`src/rtl/filter_serializer.sv`:
```
// Parallel-to-serial transmitter: captures up to DEPTH filter words in one load
// and sends them highest index first over a valid/ready handshake, then pulses done.
module filter_serializer #(
  parameter int WIDTH = 16,
  parameter int DEPTH = 24,
  parameter int CW    = 5
) (
  input  logic                   clk,
  input  logic                   rst_n,
  input  logic                   load,
  input  logic [CW-1:0]          p,
  input  logic [WIDTH*DEPTH-1:0] d_flat,
  output logic [WIDTH-1:0]       q,
  output logic                   q_valid,
  input  logic                   q_ready,
  output logic                   busy,
  output logic                   done
);

  typedef enum logic [1:0] {
    IDLE  = 2'd0,
    SHIFT = 2'd1,
    DONE  = 2'd2
  } state_t;

  state_t           state_r, state_n;
  logic [CW-1:0]    index_r, index_n;
  logic [CW-1:0]    p_lat_s, p_first_s, index_dec_s;
  logic [WIDTH-1:0] hold_r [DEPTH];
  logic [WIDTH-1:0] d_words_s [DEPTH];
  logic [WIDTH-1:0] q_r, q_n;
  logic             q_valid_r, busy_r, done_r;
  logic             hold_en_s;

  for (genvar i = 0; i < DEPTH; i++) begin : g_unpack
    assign d_words_s[i] = d_flat[i*WIDTH +: WIDTH];
  end

  assign p_lat_s     = (p > CW'(DEPTH)) ? CW'(DEPTH) : p;
  assign p_first_s   = p_lat_s - CW'(1);
  assign index_dec_s = index_r - CW'(1);

  // Next-state, next-index and next-word selection.
  always_comb begin
    state_n   = state_r;
    index_n   = index_r;
    q_n       = q_r;
    hold_en_s = 1'b0;
    case (state_r)
      IDLE: begin
        if (load) begin
          hold_en_s = 1'b1;
          if (p_lat_s == CW'(0)) begin
            state_n = DONE;
          end else begin
            state_n = SHIFT;
            index_n = p_first_s;
            q_n     = d_words_s[p_first_s];
          end
        end else begin
          state_n = IDLE;
        end
      end
      SHIFT: begin
        if (q_ready) begin
          if (index_r == CW'(0)) begin
            state_n = DONE;
          end else begin
            index_n = index_dec_s;
            q_n     = hold_r[index_dec_s];
          end
        end else begin
          state_n = SHIFT;
        end
      end
      DONE:    state_n = IDLE;
      default: state_n = IDLE;
    endcase
  end

  // State, datapath and output registers; outputs are precomputed from the next state.
  always_ff @(posedge clk) begin
    if (!rst_n) begin
      state_r   <= IDLE;
      index_r   <= '0;
      q_r       <= '0;
      q_valid_r <= 1'b0;
      busy_r    <= 1'b0;
      done_r    <= 1'b0;
      for (int i = 0; i < DEPTH; i++) begin
        hold_r[i] <= '0;
      end
    end else begin
      state_r   <= state_n;
      index_r   <= index_n;
      q_r       <= q_n;
      q_valid_r <= (state_n == SHIFT);
      busy_r    <= (state_n != IDLE);
      done_r    <= (state_n == DONE);
      if (hold_en_s) begin
        hold_r <= d_words_s;
      end
    end
  end

  assign q       = q_r;
  assign q_valid = q_valid_r;
  assign busy    = busy_r;
  assign done    = done_r;

endmodule

```
`config.mk`:
```
export PLATFORM = sky130hd
export DESIGN_NAME = filter_serializer
export DESIGN_NICKNAME = d
export VERILOG_FILES = /design/src/rtl/filter_serializer.sv
export SDC_FILE = /design/constraint.sdc
export NUM_CORES = 1
export LEC_CHECK = 0
export BUFFER_PORTS_ARGS = -buffer_cell sky130_fd_sc_hd__buf_2
export CORE_MARGIN = 3
export CORE_UTILIZATION = 40
export CTS_CLUSTER_DIAMETER = 80
export DETAILED_ROUTE_END_ITERATION = 16
export SYNTH_ARGS = -nofsm -noshare
export SYNTH_HDL_FRONTEND = slang
export SYNTH_SLANG_ARGS = --single-unit
```
`constraint.sdc`:
```
create_clock -name clk -period 6.08 [get_ports clk]
set_input_delay 0.608 -clock clk [delete_from_list [all_inputs] [get_ports clk]]
set_output_delay 0.608 -clock clk [all_outputs]
set_load 0.05 [all_outputs]
```
==> flow_summary.json <==
{
  "cp_data_required_time_ns": 6.59,
  "cp_top_family": "compound AO/OA/AOI/OAI gates",
  "wirelength_mm": 87.92,
  "rows": 83,
  "num_io_pins": 412,
  "synth_cell_type_count": 64,
  "r2r_start": "index_r[0]$_SDFFE_PN0P_",
  "power_density_nw_per_um2": 333.2,
  "worst_clock_skew_ns": 0.01888,
  "synth_nets": 2844,
  "power_leakage_nw": 9.691,
  "synth.cell_area_um2": 20880,
  "wl_met1_mm": 34.63,
  "ff2ff_setup_slack_ns": 2.49,
  "post_cts_resize_count": 0,
  "io_buffers": 411,
  "ys_seq_area_frac": 0.3932,
  "cts.sinks": 410,
  "grt_pass1_wl_mm": 125.8,
  "period_needed_ns": 3.758,
  "num_vias": 20480,
  "crit_path_start_kind": "primary input",
  "ant_nets": 0,
  "clk_latency_ns": 0.59,
  "drt_pre_antenna_iters": 5,
  "cts_setup_buffers": 0,
  "synthArstFlopShare": 0,
  "synth_cells": 2447,
  "relSlewSlack": 0.1525,
  "synth_edf_count": 0,
  "rsz0062_at_grt": "false",
  "drv_cap": 0,
  "path_class": "in -> reg",
  "clock-root-buffer": "clkbuf_16",
  "viasPerCell": 5.930,
  "die-height_um": 234.5,
  "status": "complete, no violations",
  "final_area_um2": 24890,
  "route.met2.wl_mm": 40.04,
  "tns_ns": 0,
  "area_growth_syn_to_layout_pct": 19.24,
  "ir_drop_uv": 223.2,
  "first_iter_violations": 2531,
  "crit_path_max_fanout": 40,
  "start_util": 0.4053,
  "cp.depth": 11,
  "cts_tree": "done",
  "coreArea_um2": 51510,
  "ys_ff_latch": 410,
  "nNetsFinal": 3116,
  "htreeDepth": 2,
  "gp_congestion": 1.013,
  "fmax_ghz": 0.2661,
  "final_common_cell": "nand2_1",
  "grt.overflow.total": 0,
  "ys.flop_type": "dfxtp_1",
  "slew_viol_final": 0,
  "crit_chain": "buf_2 -> a21boi_4 -> inv_1 -> buf_4 -> ha_4 -> nor4b_2 -> o22ai_2 -> o211ai_2 -> nor2_1 -> a221oi_1 -> a22oi_1",
  "period_share": 0.6181,
  "cts.clk_slew.worst_paths_ns": 0.06,
  "track_usage": 0.3091,
  "fillers": 5061,
  "post-dp-hpwl_mm": 65.07,
  "tightest_slew_ns": 1.271,
  "antenna_found_initial": 30,
  "cp-end-kind": "flop",
  "finalSetupViolations": 0,
  "yosysWarnings": 0,
  "r2r.worst_path.cells": 7,
  "clk_path_buf_depth": 3,
  "placed_area_um2": 23240,
  "numCtsBuffers": 48,
  "cp.arrival_ns": 4.27,
  "avgRoutedWirePerCell_um": 25.45,
  "grt_max_degree": 217,
  "worstSetupStartpoint": "p[0]",
  "drc_errors": 0,
  "slowest_stage": "nor2_1",
  "grt_pass1_vias": 19260,
  "layout_common_cells": "nand2_1, buf_2, dfxtp_1, a21oi_1, mux4_2",
  "highest_layer": "met5",
  "crit_buf_inv": 3,
  "cts-hold-fix-buffers": 0,
  "hp-class": "in -> reg",
  "die_w_um": 234.5,
  "avgSynthCellArea_um2": 8.531,
  "die_area_um2": 54970,
  "hold_viol_final": 0,
  "reg2reg_to": "q[11]$_SDFFE_PN0P_",
  "dr_wl_met3_mm": 8.905,
  "crit_end": "q[13]$_SDFFE_PN0P_",
  "layout-drive-gt1-share": 0.2711,
  "cpPeakStageDelay_ns": 0.93
}
power breakdown:
| part | switching (mW) | internal [mW] |
|---|---|---|
| Clock | 1.20 | 1.77 |
| Combinational | 1.41 | 0.871 |
| Sequential | 0.142 | 2.91 |
cell usage after synthesis (all sizes together) (5+ instances only):
library cell  number  share of area
nand3             10         0.0024
clkbuf           158          0.028
nand2            840           0.15
nor3              38         0.0091
o22ai             34          0.010
a22oi             12         0.0043
a32oi              7         0.0029
a221o             12         0.0058
buf               60          0.016
nor2b              5         0.0015
nand2b             8         0.0024
a221oi            23         0.0096
o21ai             39         0.0093
inv                5        0.00090
o32ai              7         0.0029
nand4              8         0.0024
mux2              49          0.026
nor2              40         0.0077
nor3b              5         0.0018
mux4             152           0.16
o221ai             5         0.0021
and3              14         0.0042
mux2i             33          0.016
dfxtp            410           0.39
a21oi            407          0.098
worst reg2reg max path, cell delays in order (launching register included):
cell and delay [ns]:
dfxtp_4 0.67, inv_1 0.18, ha_1 0.38, xor2_4 0.87, buf_4 0.44, mux2_2 0.44, a221oi_1 0.31, a22oi_1 0.14
metal layers:
layer / track usage / vias up
met1: 0.4079 / 9992
li1: - / 9207
met4: 0.1338 / 22
met5: 0 / -
met3: 0.07999 / 202
met2: 0.4807 / 1058
cells by family after synthesis:
family / after synthesis / share of synthesized area
AND/OR/NAND/NOR: 987 / 0.1898
AO/OA/AOI/OAI: 583 / 0.1607
flip-flops: 410 / 0.3932
multiplexers: 234 / 0.2062
buffers and inverters: 223 / 0.04519
XOR/XNOR: 6 / 0.002518
adder cells (fa/ha/maj): 4 / 0.002397
metrics by stage:
step                hold slack (ns)  utilization  power, mW  setup slack, ns  cells
global placement             0.4382       0.4511      5.318            1.899   3349
floorplan                    0.4331            -      4.530            2.225   2447
detailed placement           0.4433       0.4511      5.351            1.783   3349
CTS                          0.2334       0.4823      8.304            2.413   3435
finish                       0.2599       0.4833      8.293            2.322   3454
global route                 0.2565       0.4831      8.595            2.157   3450
layout make-up:
| class | instances | area (µm²) | area share |
|---|---|---|---|
| clock inverters | 20 | 217.7 | 0.008746 |
| clock buffers | 66 | 1391 | 0.05589 |
| flip-flops and latches | 410 | 8212 | 0.3299 |
| inverters | 5 | 26.28 | 0.001056 |
| multi-input cells | 1814 | 11820 | 0.4749 |
| repair buffers | 440 | 2325 | 0.09339 |
| diodes | 19 | 47.55 | 0.001910 |
| well taps | 680 | 850.8 | 0.03418 |
worst min-delay path by stage:
stage,start,to,cells past startpoint
after global placement,hold_r[251]$_SDFFE_PN0P_,hold_r[251]$_SDFFE_PN0P_,2
after detailed placement,hold_r[163]$_SDFFE_PN0P_,hold_r[163]$_SDFFE_PN0P_,2
after CTS,d_flat[292],hold_r[84]$_SDFFE_PN0P_,3
after floorplan,hold_r[100]$_SDFFE_PN0P_,hold_r[100]$_SDFFE_PN0P_,2
final,d_flat[318],hold_r[78]$_SDFFE_PN0P_,3
after global routing,d_flat[318],hold_r[78]$_SDFFE_PN0P_,3
sequential cells by signal, indices dropped and copies added (netlist names):
signal   flops
index_r      5
q_valid      1
state_r      2
busy         1
done         1
q           16
hold_r     384
Note: power is estimated with default switching activity, not from simulation.
